==> src/rtl/triage_sensor_cond_pkg.sv <==
// ----------------------------------------------------------------------------
// triage_sensor_cond_pkg
// Shared definitions for the triage sensor conditioning stage and triage_core:
// channel count, sensor bit positions within the S vector, default filter
// settings and the per-channel debounce state encoding.
// ----------------------------------------------------------------------------
package triage_sensor_cond_pkg;

    localparam int N_CH_DEF     = 6;
    localparam int DEB_CYC_DEF  = 4;
    localparam int DIV_DEF      = 1;
    localparam int CHAT_MAX_DEF = 8;

    // Bit positions of each patient sensor inside S (and RAW / FLT)
    localparam int IDX_HR   = 0;
    localparam int IDX_SPO2 = 1;
    localparam int IDX_BP   = 2;
    localparam int IDX_TEMP = 3;
    localparam int IDX_RESP = 4;
    localparam int IDX_FALL = 5;

    typedef enum logic {
        CH_STABLE  = 1'b0,
        CH_PENDING = 1'b1
    } ch_state_t;

endpackage

==> src/rtl/triage_sensor_cond_if.sv <==
// ----------------------------------------------------------------------------
// triage_sensor_cond_if
// Bundle of the sensor conditioning signals.
//   raw     : raw asynchronous sensor lines        (master -> slave)
//   flt_clr : synchronous clear of all fault flags (master -> slave)
//   s       : conditioned sensor vector            (slave -> master)
//   s_chg   : one-cycle pulse, s changed           (slave -> master)
//   flt     : sticky chatter fault per channel     (slave -> master)
// The conditioning block is the slave; its driver/consumer is the master.
// ----------------------------------------------------------------------------
interface triage_sensor_cond_if
    import triage_sensor_cond_pkg::*;
#(
    parameter int N_CH = N_CH_DEF
);
    logic [N_CH-1:0] raw;
    logic            flt_clr;
    logic [N_CH-1:0] s;
    logic            s_chg;
    logic [N_CH-1:0] flt;

    modport master (output raw, output flt_clr, input s, input s_chg, input flt);
    modport slave  (input raw, input flt_clr, output s, output s_chg, output flt);
endinterface

==> src/rtl/triage_sensor_cond_debounce_ch.sv <==
// ----------------------------------------------------------------------------
// triage_debounce_ch
// One sensor channel: 2-FF synchroniser, persistence filter and chatter
// fault detector.
//   clk, rst_n : clock, asynchronous active-low reset
//   tick       : sample enable from the shared prescaler
//   raw        : raw asynchronous sensor line
//   flt_clr    : clears the fault flag and chatter counter
//   s          : filtered level
//   flt        : sticky chatter fault
// ----------------------------------------------------------------------------
module triage_debounce_ch
    import triage_sensor_cond_pkg::*;
#(
    parameter int DEB_CYC  = DEB_CYC_DEF,
    parameter int CHAT_MAX = CHAT_MAX_DEF
) (
    input  logic clk,
    input  logic rst_n,
    input  logic tick,
    input  logic raw,
    input  logic flt_clr,
    output logic s,
    output logic flt
);

    localparam int CNT_W  = $clog2(DEB_CYC + 1);
    localparam int CHAT_W = $clog2(CHAT_MAX + 1);

    logic              sy1, sy2;
    ch_state_t         state_q, state_n;
    logic [CNT_W-1:0]  cnt_q, cnt_n;
    logic [CHAT_W-1:0] chat_q, chat_n;
    logic              s_q, s_n;
    logic              flt_q, flt_n;
    logic              flt_set;

    function automatic logic [CHAT_W-1:0] chat_sat_inc(input logic [CHAT_W-1:0] c);
        return (c == CHAT_W'(CHAT_MAX)) ? c : c + 1'b1;
    endfunction

    // Synchroniser: only sy2 feeds the filter
    always_ff @(posedge clk or negedge rst_n) begin
        if (!rst_n) begin
            sy1 <= 1'b0;
            sy2 <= 1'b0;
        end else begin
            sy1 <= raw;
            sy2 <= sy1;
        end
    end

    // Filter state registers
    always_ff @(posedge clk or negedge rst_n) begin
        if (!rst_n) begin
            state_q <= CH_STABLE;
            cnt_q   <= '0;
            chat_q  <= '0;
            s_q     <= 1'b0;
            flt_q   <= 1'b0;
        end else begin
            state_q <= state_n;
            cnt_q   <= cnt_n;
            chat_q  <= chat_n;
            s_q     <= s_n;
            flt_q   <= flt_n;
        end
    end

    always_comb begin
        state_n = state_q;
        cnt_n   = cnt_q;
        chat_n  = chat_q;
        s_n     = s_q;
        flt_set = 1'b0;

        if (tick) begin
            case (state_q)
                CH_STABLE: begin
                    cnt_n = '0;
                    if (sy2 != s_q) begin
                        if (DEB_CYC == 1) begin
                            // single-tick persistence: accept immediately
                            s_n    = sy2;
                            chat_n = '0;
                        end else begin
                            cnt_n   = CNT_W'(1);
                            state_n = CH_PENDING;
                        end
                    end
                end
                CH_PENDING: begin
                    if (sy2 != s_q) begin
                        if (cnt_q == CNT_W'(DEB_CYC - 1)) begin
                            s_n     = sy2;
                            cnt_n   = '0;
                            chat_n  = '0;
                            state_n = CH_STABLE;
                        end else begin
                            cnt_n = cnt_q + 1'b1;
                        end
                    end else begin
                        // level fell back before persisting: a rejected bounce
                        cnt_n   = '0;
                        chat_n  = chat_sat_inc(chat_q);
                        flt_set = (chat_n == CHAT_W'(CHAT_MAX));
                        state_n = CH_STABLE;
                    end
                end
                default: state_n = CH_STABLE;
            endcase
        end

        // A fault being raised this cycle takes precedence over the clear
        if (flt_clr && !flt_set) begin
            chat_n = '0;
        end
        flt_n = flt_set | (flt_q & ~flt_clr);
    end

    assign s   = s_q;
    assign flt = flt_q;

endmodule

==> src/rtl/triage_sensor_cond.sv <==
// ----------------------------------------------------------------------------
// triage_sensor_cond
// Conditions N_CH raw, bouncy patient sensor lines into the registered
// sensor vector consumed by triage_core.
//   clk   : system clock, rising edge
//   rst_n : asynchronous active-low reset
//   sif   : slave side of triage_sensor_cond_if
//           (raw, flt_clr in; s, s_chg, flt out)
// Holds the shared sample prescaler, the change-strobe register and the
// per-channel filter instances.
// ----------------------------------------------------------------------------
module triage_sensor_cond
    import triage_sensor_cond_pkg::*;
#(
    parameter int N_CH     = N_CH_DEF,
    parameter int DEB_CYC  = DEB_CYC_DEF,
    parameter int DIV      = DIV_DEF,
    parameter int CHAT_MAX = CHAT_MAX_DEF
) (
    input logic                clk,
    input logic                rst_n,
    triage_sensor_cond_if.slave sif
);

    localparam int PRE_W = $clog2(DIV + 1);

    logic [PRE_W-1:0] pre_q;
    logic             tick;
    logic [N_CH-1:0]  s_vec;
    logic [N_CH-1:0]  flt_vec;
    logic [N_CH-1:0]  s_p1;
    logic             s_chg_q;

    // Sample prescaler: one tick per DIV clocks, first tick right after reset
    always_ff @(posedge clk or negedge rst_n) begin
        if (!rst_n) begin
            pre_q <= '0;
        end else if (pre_q == PRE_W'(DIV - 1)) begin
            pre_q <= '0;
        end else begin
            pre_q <= pre_q + 1'b1;
        end
    end

    assign tick = (pre_q == '0);

    for (genvar i = 0; i < N_CH; i++) begin : g_ch
        triage_debounce_ch #(
            .DEB_CYC  (DEB_CYC),
            .CHAT_MAX (CHAT_MAX)
        ) u_ch (
            .clk     (clk),
            .rst_n   (rst_n),
            .tick    (tick),
            .raw     (sif.raw[i]),
            .flt_clr (sif.flt_clr),
            .s       (s_vec[i]),
            .flt     (flt_vec[i])
        );
    end

    // Change strobe: compares S with its previous value, so it rises the
    // cycle after the update and several bits changing together give one pulse
    always_ff @(posedge clk or negedge rst_n) begin
        if (!rst_n) begin
            s_p1    <= '0;
            s_chg_q <= 1'b0;
        end else begin
            s_p1    <= s_vec;
            s_chg_q <= |(s_vec ^ s_p1);
        end
    end

    assign sif.s     = s_vec;
    assign sif.flt   = flt_vec;
    assign sif.s_chg = s_chg_q;

endmodule

==> src/flat_wrapper.sv <==
// flat-port wrapper written by rule: the top's interface ports become plain ports
module triage_sensor_cond_flat import triage_sensor_cond_pkg::*;
#(
    parameter int N_CH     = N_CH_DEF,
    parameter int DEB_CYC  = DEB_CYC_DEF,
    parameter int DIV      = DIV_DEF,
    parameter int CHAT_MAX = CHAT_MAX_DEF
)
  (clk, rst_n, sif_raw, sif_flt_clr, sif_s, sif_s_chg, sif_flt);
  triage_sensor_cond_if #(.N_CH(N_CH)) sif_i ();
  input logic clk;
  input logic rst_n;
  input wire logic [$bits(sif_i.raw)-1:0] sif_raw;
  input wire logic [$bits(sif_i.flt_clr)-1:0] sif_flt_clr;
  output wire logic [$bits(sif_i.s)-1:0] sif_s;
  output wire logic [$bits(sif_i.s_chg)-1:0] sif_s_chg;
  output wire logic [$bits(sif_i.flt)-1:0] sif_flt;
  assign sif_i.raw = sif_raw;
  assign sif_i.flt_clr = sif_flt_clr;
  assign sif_s = sif_i.s;
  assign sif_s_chg = sif_i.s_chg;
  assign sif_flt = sif_i.flt;
  triage_sensor_cond #(.N_CH(N_CH), .DEB_CYC(DEB_CYC), .DIV(DIV), .CHAT_MAX(CHAT_MAX)) u_core (.clk(clk), .rst_n(rst_n), .sif(sif_i));
endmodule
==> config.mk <==
export PLATFORM = sky130hd
export DESIGN_NAME = triage_sensor_cond_flat
export DESIGN_NICKNAME = d
export VERILOG_FILES = /design/src/rtl/triage_sensor_cond_pkg.sv /design/src/rtl/triage_sensor_cond_if.sv /design/src/rtl/triage_sensor_cond_debounce_ch.sv /design/src/rtl/triage_sensor_cond.sv /design/src/flat_wrapper.sv
export SDC_FILE = /design/constraint.sdc
export NUM_CORES = 1
export LEC_CHECK = 0
export ABC_AREA = 1
export BUFFER_PORTS_ARGS = -buffer_cell sky130_fd_sc_hd__buf_2
export CAP_MARGIN = 10
export CORE_ASPECT_RATIO = 0.5
export CORE_MARGIN = 10
export CORE_UTILIZATION = 50
export CTS_CLUSTER_DIAMETER = 80
export DETAILED_ROUTE_END_ITERATION = 8
export PLACE_DENSITY_LB_ADDON = 0.1
export SYNTH_ARGS = -nofsm -noshare
export SYNTH_HDL_FRONTEND = slang
export SYNTH_SLANG_ARGS = --single-unit
==> constraint.sdc <==
create_clock -name clk -period 2.2 [get_ports clk]
set_input_delay 0.11 -clock clk [delete_from_list [all_inputs] [get_ports clk]]
set_output_delay 0.11 -clock clk [all_outputs]
set_load 0.05 [all_outputs]
# ---- Word level (Yosys, flattened, before mapping)
# Index checks and enable logic that the tools add are counted.
dict set report totals {
  ff_bits 80
  input_bits 9
  wordCells 249
}
dict set report classes {
  n_reduce_logical 31
  addsub 13
  mux 103
  eq_ne 36
  bitwise_logic 21
}
# cell count
set ops {}
lappend ops {{two-way mux 4 bit} 36}
lappend ops {{equality test 4 bit, second input constant} 12}
lappend ops {{two-way mux 1 bit} 43}
lappend ops {{two-way mux 3 bit} 12}
lappend ops {{case mux 3 bit (2 select lines)} 6}
lappend ops {{adder 4 x 1 -> 4 bit, second input constant} 6}
lappend ops {{AND reduction 4 bit} 6}
lappend ops {{adder 3 x 1 -> 3 bit, second input constant} 6}
lappend ops {{equality test 3 x 2 -> 1 bit, second input constant} 6}
lappend ops {{!= test 3 x 1 -> 1 bit, second input constant} 6}
lappend ops {{AND reduction 3 bit} 6}
lappend ops {{!= test 2 bit, second input constant} 6}
lappend ops {{case mux 1 bit (2 select lines)} 6}
lappend ops {{nonzero test 2 bit} 6}
lappend ops {{NOT 1 bit} 8}
lappend ops {{bitwise AND 1 bit} 6}
lappend ops {{logical AND 1 bit} 6}
lappend ops {{logical NOT 1 bit} 6}
lappend ops {{!= test 1 bit} 6}
lappend ops {{bitwise OR 1 bit} 6}
lappend ops {{OR reduction 6 bit} 1}
lappend ops {{XOR 6 bit} 1}
lappend ops {{adder 1 bit, second input constant} 1}

# ---- Longest topological paths before layout
# Gate-level depths: netlist of the first run.
dict set report depth {
  word_depth 10
  depth_mapped 10
  mapped_depth_nobuf 10
}

# ---- Cells and area by module
# Synthesis of the first run repeated with hierarchy kept, for this count alone.
dict set report hier_totals {
  hier_cells 559
  area_unflattened_um2 4345.4
}
# module instances area_each_um2 cells_per_inst seq_area_each_um2
set modules_own_cells {}
lappend modules_own_cells {{triage_debounce_ch at u_core.g_ch[0].u_ch ...} 5 673.1 87 300.3}
lappend modules_own_cells {{triage_debounce_ch at u_core.g_ch[5].u_ch} 1 675.6 83 300.3}
lappend modules_own_cells {triage_sensor_cond 1 304.0 41 175.2}

# ---- Worst setup path after synthesis of the first run
# OpenSTA, ideal clock, no wires.
dict set report synth_timing {
  kind {flip-flop to flip-flop}
  start {register u_core.g_ch[3].u_ch.chat_q[0]}
  end {register u_core.g_ch[3].u_ch.chat_q[3]}
  synth_period_minus_slack_ns 1.302
  arrival_time_ns 1.239
  n_path_buf 0
  stages_incl_launch_ff 10
  path_slack_ns 0.898
  required_ns 2.138
  setup_ns 0.062
  cell_sequence {dfrtp_1 inv_1 ha_1 nor2_1 nand3_1 nor2_1 nand2_1 nand2_1 nand2_1 inv_1}
}
dict set report synth_between {
  elab_chain_cells 10
}
# item line_no
set synth_rtl {}
lappend synth_rtl {{from (decl)} triage_sensor_cond_debounce_ch.sv:33} ;# logic [CHAT_W-1:0] chat_q, chat_n;
lappend synth_rtl {{from (signal assigned)} triage_sensor_cond_debounce_ch.sv:64} ;# chat_q <= chat_n;
lappend synth_rtl {{adder 4 x 1 -> 4 bit / equality test 4 bit (equally long branches)} triage_sensor_cond_debounce_ch.sv:39} ;# return (c == CHAT_W'(CHAT_MAX)) ? c : c + 1'b1;
lappend synth_rtl {{two-way mux 4 bit *} triage_sensor_cond_debounce_ch.sv:39}
lappend synth_rtl {{equality test 4 bit} triage_sensor_cond_debounce_ch.sv:106} ;# flt_set = (chat_n == CHAT_W'(CHAT_MAX));
lappend synth_rtl {{two-way mux 1 bit} triage_sensor_cond_debounce_ch.sv:93} ;# if (sy2 != s_q) begin
lappend synth_rtl {{two-way mux 1 bit} triage_sensor_cond_debounce_ch.sv:78} ;# case (state_q)
lappend synth_rtl {{two-way mux 1 bit} triage_sensor_cond_debounce_ch.sv:77} ;# if (tick) begin
lappend synth_rtl {{logical NOT 1 bit} triage_sensor_cond_debounce_ch.sv:115} ;# if (flt_clr && !flt_set) begin
lappend synth_rtl {{logical AND 1 bit} triage_sensor_cond_debounce_ch.sv:115}
lappend synth_rtl {{!= test 3 x 1 -> 1 bit (no source line) (tied with other cells)} --}
lappend synth_rtl {{AND reduction 3 bit (no source line)} --}
# Every way passes the cells marked *; elsewhere a longest branch is shown, timed or not. The select of a mux whose other input is x is not followed.
# A chain may end at the register's enable or synchronous reset.

# ---- Final worst setup path of the first run
dict set report layout_timing {
  start {register u_core.g_ch[4].u_ch.chat_q[0]}
  end {register u_core.g_ch[4].u_ch.chat_q[3]}
}
dict set report layout_between {
  elab_chain_cells 10
}
# item line_no
set layout_rtl {}
lappend layout_rtl {{from (decl)} triage_sensor_cond_debounce_ch.sv:33}
lappend layout_rtl {{from (signal assigned)} triage_sensor_cond_debounce_ch.sv:64}
lappend layout_rtl {{adder 4 x 1 -> 4 bit / equality test 4 bit (equally long branches)} triage_sensor_cond_debounce_ch.sv:39}
lappend layout_rtl {{two-way mux 4 bit *} triage_sensor_cond_debounce_ch.sv:39}
lappend layout_rtl {{equality test 4 bit} triage_sensor_cond_debounce_ch.sv:106}
lappend layout_rtl {{two-way mux 1 bit} triage_sensor_cond_debounce_ch.sv:93}
lappend layout_rtl {{two-way mux 1 bit} triage_sensor_cond_debounce_ch.sv:78}
lappend layout_rtl {{two-way mux 1 bit} triage_sensor_cond_debounce_ch.sv:77}
lappend layout_rtl {{logical NOT 1 bit} triage_sensor_cond_debounce_ch.sv:115}
lappend layout_rtl {{logical AND 1 bit} triage_sensor_cond_debounce_ch.sv:115}
lappend layout_rtl {{!= test 3 x 1 -> 1 bit (no source line) (tied with other cells)} --}
lappend layout_rtl {{AND reduction 3 bit (no source line)} --}
# Marks and branches as above.

==> results.md, run 1 <==
- The clock transition at the registers of the reported paths is 60 ps.
- The worst pin sits at a relative slew slack of 61.9%.
- In this run the worst hold path is classified as in -> reg.
- The worst flop-to-flop path startpoint is u_core.g_ch[4].u_ch.chat_q[0].
- IR analysis of the VDD net gives a maximum drop of approximately 0.5 mV.
- Setup total negative slack on the finished layout was measured at 0 ps.
- Measured in cells, the most critical reg-to-reg path has a length of 9.
- The first-pass iteration count of the detailed router is 4.
- The fraction of the mapped netlist area in compound gates is 6.69%.
- In this run the power density over the cells is around 1100 mW/mm2.
- Counting distinct cell types in the post-synthesis netlist gives 26.
- The final cell utilization of the core is approximately 58%.
- The remaining design rule violation count is 0.
- Counting the buffers created by CTS gives 9.
- In the synthesized netlist, the number of instances is 499.
- Once detailed placement completed, the half-perimeter wirelength came to 5210 um.
- The final number of max-transition violations is 0.
- The synthesized design contains 0 enable-type register cells.
- The final clock skew is 4.54 ps.
- The post-synthesis share of cell area spent on full adders, half adders and majority gates is 5.52%.
- The run finished with clean final reports.
- STA puts the critical path data required time at between 2000 and 2500 ps.
- The initial antenna violation count came to 0.
- The floorplan step defined a core boundary enclosing 0.00797 mm2.
- The share of synthesized area in the top cell type comes to about half.
- Once detail routing completed, the nets flagged for antenna violations numbered 0.
- The final hold slack is between 200 and 300 ps.
- The number of cell rows is 23.
- The synthesized-area fraction occupied by xor and xnor cells is 1.29%.
- The post-CTS setup buffer count is 0.
- Sorting the synthesized cells by area gives the leading types as dfrtp_1, nand2_1, nand3_1, inv_1, ha_1.
- Gates resized during post-CTS repair numbered 0.
- The total of hold buffers inserted after clock tree synthesis is 7.
- Once the floorplan was initialized, standard cells occupied 51.1% of the core.
- The routed layout has 3113 vias.
- Along the worst path, the maximum fanout reaches 6.
- Among all flip-flop cells after synthesis, the most frequent one is dfrtp_1.
- The final setup violation count is 0.
- The final critical-path share of the clock period is 68.1%.
- Cells with a size suffix above 1 make up about a tenth of the layout.
- In this run the register-to-register setup slack is 700 ps.
- The worst-case setup margin in the final layout is 701 ps.
- The reported leakage power is about 2.4 nW.
- The achievable clock frequency is roughly 0.67 GHz.
- Entering global routing, the biggest net connects 46 pins.
- The start point of the worst min-delay path is sif_flt_clr.
- The critical path is of the reg -> reg type.
- The die footprint is 0.0124 mm2.
- The number of nets in the synthesized netlist is 526.
- The die is 83.8 um tall.
- In this run the clock root is driven by a clkbuf_16.
- The detailed router finished its first iteration with ~140 violations.
- The global-route wire length before repair is 13400 um.
- The weighted congestion reported at the end of routability-driven placement is ~0.82.
- For the worst-skew pair, the clock arrives at the later sink with an insertion delay of about 330 ps.
- After synthesis, the mean cell area works out to 8.17 um2.
- The fraction of the mapped netlist area in simple logic gates is 28.5%.
- Along the worst hold path, the cell count comes to 3.
- Clock tree synthesis found a total of 79 sinks.
- The worst slack at placement is 702 ps.
- Setup repair after global routing left no endpoint under its margin.
- The proportion of synthesized chip area in sequential cells is 48.5%.
- The number of max-cap violations is 0.
- The per-cell via count in the routed design is 4.86.
- The count of port buffers added during placement is 21.
- The number of inserted diodes is 0.
- Of the post-synthesis cell area, the part taken by muxes is 0%.
- The total wirelength of the detailed-routed design is 7360 um.
- After layout, the design draws a total of 0.00516 W.
- The total grt overflow is 0.
- Compared with the post-synthesis result, the final layout area differs by 13.3%.
- The capturing point of the worst reg2reg path is u_core.g_ch[4].u_ch.chat_q[3].
- Of all flip-flops after synthesis, the portion carrying an async set or reset was 100%.
- The number of top-level design ports is 22.
- Dividing the detail-routed wire length by the instance count gives 11.5 um.
- The number of flip-flops and latches in the synthesized netlist is 79.
- For hold timing, the worst endpoint is u_core.g_ch[4].u_ch.chat_q[1].
- The cell area that synthesis handed to floorplanning was 0.00408 mm2.
- The count of nets after finishing is between 500 and 600.
- The via count of the first global-routing pass is 3050.
- The clock tree from TritonCTS is done.
- The top cell type by total area after synthesis is dfrtp_1.
- The number of H-tree branching levels is 3.
- The main combinational cell family by area after synthesis is simple AND/OR/NAND/NOR gates.
- Yosys printed 0 warnings.
- The final number of hold-violating endpoints is 0.
- At the pin with the least slew margin, the transition time is roughly 570 ps.
- STA puts the critical path data arrival time at approximately 1800 ps.
- STA classifies the critical path endpoint as a flip-flop.
- Global routing used 13.0% of the available tracks across all layers.
- The maximum count of clock buffers along a single path is 2.
- The sort of element at the start of the critical path is a flip-flop.
- The worst path needs 1500 ps of the cycle, external delays included.
- The floorplan die width is roughly 150 um.
==> area by class of cell <==
class                   instances  area (um2)
fillers                       781        3350
multi-input cells             331        1710
clock buffers                  12         236
clock inverters                 3        68.8
repair buffers                 30         205
flip-flops and latches         79        1980
inverters                      74         278
well taps                     112         140
==> logic make-up (layout without fill, tap and decap cells) <==
logic type / Yosys count / count (layout)
XOR/XNOR: 6 / 6
buffers and inverters: 89 / 119
flip-flops: 79 / 79
AO/OA/AOI/OAI: 42 / 42
AND/OR/NAND/NOR: 265 / 265
adder cells (fa/ha/maj): 18 / 18
==> cells in the final DEF (no fill, tap or decap) <==
cell type / count
clkinv_4: 1
inv_1: 67
dfrtp_1: 79
xor2_1: 6
nand4_1: 12
nand3_4: 1
buf_2: 20
o21ai_0: 15
nor2_2: 1
dlygate4sd3_1: 7
a211oi_1: 2
a21oi_1: 4
nand3b_1: 3
buf_12: 1
nor4_1: 4
inv_2: 7
a21boi_1: 15
clkbuf_1: 3
a21oi_2: 4
nor3_1: 2
nand2_2: 6
nand3_1: 55
clkbuf_16: 9
nand2_1: 148
nor2_1: 31
buf_4: 2
nand3_2: 2
bufinv_16: 2
a21boi_0: 2
ha_1: 18
==> power by group <==
part / total (W) / leakage [nW] / switching [W] / internal [W]
clock: 0.00153 / 0.147 / 0.000538 / 0.000989
sequential: 0.00209 / 1.03 / 0.000326 / 0.00177
combinational: 0.00154 / 1.26 / 0.000997 / 0.000542
total: 0.00516 / 2.43 / 0.00186 / 0.00330
==> Yosys cell counts (2+ instances only) <==
| library cell | instances |
|---|---|
| buf_4 | 12 |
| nand3b_1 | 3 |
| ha_1 | 18 |
| a21boi_0 | 2 |
| inv_2 | 7 |
| a21oi_2 | 4 |
| nand2_2 | 6 |
| dfrtp_1 | 79 |
| xor2_1 | 6 |
| nand2_1 | 148 |
| a21oi_1 | 4 |
| nor4_1 | 4 |
| inv_1 | 67 |
| o21ai_0 | 15 |
| nand4_1 | 12 |
| nor3_1 | 2 |
| a21boi_1 | 15 |
| a211oi_1 | 2 |
| nor2_1 | 31 |
| nand3_1 | 55 |
| nand3_2 | 2 |
==> worst max-delay path by stage <==
stage	start	to	cells past startpoint	slack (ps)
after floorplan	u_core.g_ch[3].u_ch.chat_q[0]	u_core.g_ch[3].u_ch.chat_q[3]	9	900
after global placement	u_core.g_ch[2].u_ch.chat_q[0]	u_core.g_ch[2].u_ch.chat_q[3]	9	740
after detailed placement	u_core.g_ch[4].u_ch.chat_q[0]	u_core.g_ch[4].u_ch.chat_q[3]	9	700
after CTS	u_core.g_ch[4].u_ch.chat_q[0]	u_core.g_ch[4].u_ch.chat_q[3]	9	680
after global routing	u_core.g_ch[4].u_ch.chat_q[0]	u_core.g_ch[4].u_ch.chat_q[3]	9	500
final	u_core.g_ch[4].u_ch.chat_q[0]	u_core.g_ch[4].u_ch.chat_q[3]	9	700
==> registers in the layout, summed over array words and instances, names as in the netlist, 6 cells and up <==
name	flops
u_core.g_ch.u_ch.chat_q	24
u_core.g_ch.u_ch.cnt_q	18
u_core.g_ch.u_ch.flt	6
u_core.g_ch.u_ch.s	6
u_core.g_ch.u_ch.state_q	6
u_core.g_ch.u_ch.sy1	6
u_core.g_ch.u_ch.sy2	6
u_core.s_p1	6
==> critical path: stages (launching register included) <==
cell     delay [ps]
dfrtp_1         440
inv_1            80
ha_1            310
nor2_1          120
nand3_1          90
nor2_1           90
nand2_1         100
nand2_1         100
nand2_1          60
inv_1            50
==> stage by stage <==
| stage | area, um2 | std cells |
|---|---|---|
| 2_1_floorplan | 4080 | 499 |
| 3_3_place_gp | 4240 | 619 |
| 3_5_place_dp | 4240 | 619 |
| 4_1_cts | 4620 | 641 |
| 5_1_grt | 4620 | 641 |
| 6_report | 4620 | 641 |
==> routing by layer <==
layer / vias up / wire (um) / GRT usage, %
met4: 0 / 97 / 4.03
met1: 1439 / 3710 / 15.6
met5: - / 0 / 0
met2: 29 / 3290 / 21.4
li1: 1634 / - / -
met3: 11 / 257 / 4.60
No activity file was read; power rests on OpenSTA's default activity.
==> run 2: changes to the inputs <==
==> constraint.sdc (replaced) <==
create_clock -name clk -period 1.4 [get_ports clk]
set_input_delay 0.07 -clock clk [delete_from_list [all_inputs] [get_ports clk]]
set_output_delay 0.07 -clock clk [all_outputs]
set_load 0.05 [all_outputs]
==> results.md, run 2 (same netlist as run 1, synthesis figures left out) <==
- The critical path class is reg -> reg.
- The latest clock arrival within the worst-skew pair is 340 ps (about the same).
- The starting density of the core is 51.1% (unchanged).
- Setup repair after global routing could not meet its margin everywhere.
- The count of port buffers added during placement is 21 (unchanged).
- The kind of end point of the critical path is a flip-flop.
- The largest net degree at the start of global routing is 80 (+74%).
- The met3 track demand over resource is 4.11% (-0.49 points).
- The sum of negative setup slack was 0 ps (unchanged).
- The final number of hold-violating endpoints came to 0 (unchanged).
- The number of max-cap violations came to 0 (unchanged).
- The clock transition at the registers of the reported paths was 60 ps (about the same).
- The final setup violation count was 0 (unchanged).
- The number of top-level design ports is 22 (unchanged).
- The total clock buffers created by CTS came to 9 (unchanged).
- The post-detailed-route count of antenna-violating nets is 0 (unchanged).
- The final clock skew is 4.35 ps (-0.186 ps).
- The achievable clock frequency is 0.725 GHz (+8.7%).
- The final cell utilization of the core is 64.8% (+6.8 points).
- The maximum count of clock buffers along a single path was 2 (unchanged).
- The worst min-delay path class is in -> async.
- The final number of max-transition violations is 0 (unchanged).
- The buffer type at the clock tree root is clkbuf_16.
- The critical path arrival is 1660 ps (-120 ps).
- The number of inserted diodes came to 0 (unchanged).
- The iteration-0 DRC count of the detailed router is 152 (+11%).
- The per-cell via count in the routed design came to 4.91 (+1.1%).
- The die outline height is 83.8 um (unchanged).
- The weighted congestion reported at the end of routability-driven placement is 0.851 (+3.9%).
- The total via count after detailed routing is 3313 (+6.4%).
- The highest ir drop seen on vdd is 0.698 mV (+40%).
- The final critical-path share of the clock period was 98.5% (+30 points).
- The clock tree from TritonCTS is done.
- The total grt overflow is 0 (unchanged).
- The total power per unit cell area is 1730 mW/mm2 (+55%).
- The via count of the first global-routing pass was 3072 (+0.72%).
- Counting flops per register, the top entry is u_core.g_ch.u_ch.chat_q.
- The total core area is 0.00797 mm2 (unchanged).
- Leaving out fill and tap cells, the most frequent cells in the layout are nand2_1, dfrtp_1, inv_1, nand3_1, buf_4.
- The initial antenna violation count is 0 (unchanged).
- After global routing, the most crowded layer is met2.
- The half-perimeter wire length after placement was 5270 um (+1.3%).
- The flip-flop count of the largest register after layout is 24 (unchanged).
- The biggest fanout along the worst timing path was 5 (-1).
- The met1 demand-to-capacity share in global routing is 16.6% (+0.96 points).
- The global-route total usage across every layer is 13.3% (+0.30 points).
- The global-route wire length before repair was 13800 um (+2.4%).
- The flow ran to the end, and the final reports show no timing, DRC or antenna violations.
- The remaining design rule violation count is 0 (unchanged).
- The met2 track utilization from global routing is 21.4% (unchanged).
- The leading cell type in the layout, fill and taps excluded is nand2_1.
- The instance count after placement with tap cells included came to 633 (+2.3%).
- The transition time at the pin with the least slew margin came to 411 ps (-161 ps).
- The shortest clock period the worst path allows after layout is 1380 ps (-120 ps).
- The die footprint was 0.0124 mm2 (unchanged).
- The routed length per instance was 12.4 um (+7.9%).
- The first-pass iteration count of the detailed router is 4 (unchanged).
- The count of nets after finishing was 585 (+6.0%).
- The number of cell rows is 23 (unchanged).
- The total wirelength of the detailed-routed design is 8360 um (+14%).
- The number of H-tree branching levels was 3 (unchanged).
- The reported leakage power is 2.64 nW (+8.5%).
- The critical path data required time was 1680 ps (-800 ps).
- The worst slew margin relative to its limit is 72.6% (+11 points).
- STA classifies the critical path startpoint as a flip-flop.
- The non-filler instance count after layout was 675 (+5.3%).
- The largest registers in the layout are u_core.g_ch.u_ch.chat_q x24, u_core.g_ch.u_ch.cnt_q x18.
- The floorplan die width is 148 um (unchanged).
- The ratio of cells with drive above 1 in the final layout is 27.7% (+17 points).
- From synthesis to final layout, the design area changed by 26.6%.
- The number of clock sinks seen by CTS is 79 (unchanged).
-- run 2: changes by cell type in the layout (fill, tap and decap cells not counted), moves of 8 or more --
cell / previous run / this run
nor2_2: 1 / 9
nand2_2: 6 / 19
ha_4: 0 / 9
inv_2: 7 / 19
inv_1: 67 / 55
nand2_1: 148 / 134
nand3_2: 2 / 14
ha_1: 18 / 8
nor2_1: 31 / 20
nand3_1: 55 / 43
buf_4: 2 / 31
-- run 2: worst max-delay path, cell delays in order, from the launching register on --
cell	delay (ps)
dfrtp_1	390
inv_1	110
ha_4	150
nand2_1	80
nand3_2	100
nand3_1	90
nor2_2	150
nand2_4	90
nand2_2	60
nand2_1	50
inv_1	40
-- run 2: power by group --
| part | switching, W | leakage (nW) | internal, W | total, W |
|---|---|---|---|---|
| clock | 0.000882 | 0.151 | 0.00156 | 0.00244 |
| combinational | 0.00194 | 1.47 | 0.00134 | 0.00328 |
| sequential | 0.000452 | 1.02 | 0.00278 | 0.00324 |
| total | 0.00327 | 2.64 | 0.00568 | 0.00895 |
-- run 2: worst paths after layout --
check / from / to / slack, ps / depth (start not counted)
max reg2reg: u_core.g_ch[3].u_ch.chat_q[1] / u_core.g_ch[3].u_ch.chat_q[3] / 20 / 10
max: u_core.g_ch[3].u_ch.chat_q[1] / u_core.g_ch[3].u_ch.chat_q[3] / 20 / 10
min: rst_n / u_core.g_ch[5].u_ch.cnt_q[1] / 300 / 3
max in group asynchronous: rst_n / u_core.g_ch[2].u_ch.s / 770 / 3
min in group clk: u_core.g_ch[0].u_ch.sy1 / u_core.g_ch[0].u_ch.sy2 / 350 / 0
min reg2reg: u_core.g_ch[0].u_ch.sy1 / u_core.g_ch[0].u_ch.sy2 / 350 / 0
-- run 2: layout make-up --
type / instances / area (um2)
clock inverter: 4 / 70.1
inverter: 74 / 278
timing repair buffer: 63 / 467
clock buffer: 12 / 236
sequential: 79 / 1980
tap: 112 / 140
multi-input combinational: 331 / 1990
fill: 671 / 2810
-- run 2: metal layers --
metal	part of all wire, %	up-vias
met5	0	-
met1	46	1554
met2	49	47
met3	3.8	17
met4	1.7	0
li1	-	1695
-- run 2: repair_timing --
item                       in CTS  in global routing
pin swaps                       1                 32
hold endpoints to repair       86                  0
setup endpoints to repair       1                 28
gates resized for setup         1                 79
setup buffers                   1                 17
hold buffers                    8                  0
-- run 2: stage by stage --
| stage | worst slack [ps] | cell area, um2 | power, W | hold WS, ps |
|---|---|---|---|---|
| 2_1_floorplan | 98.5 | 4080 | 0.00526 | -226 |
| 5_1_grt | -69.8 | 5160 | 0.00961 | 353 |
| 3_3_place_gp | 26.2 | 4350 | 0.00590 | 130 |
| 4_1_cts | 0.880 | 4740 | 0.00843 | 310 |
| 6_report | 21.2 | 5160 | 0.00895 | 297 |
| 3_5_place_dp | 23.4 | 4350 | 0.00593 | 126 |
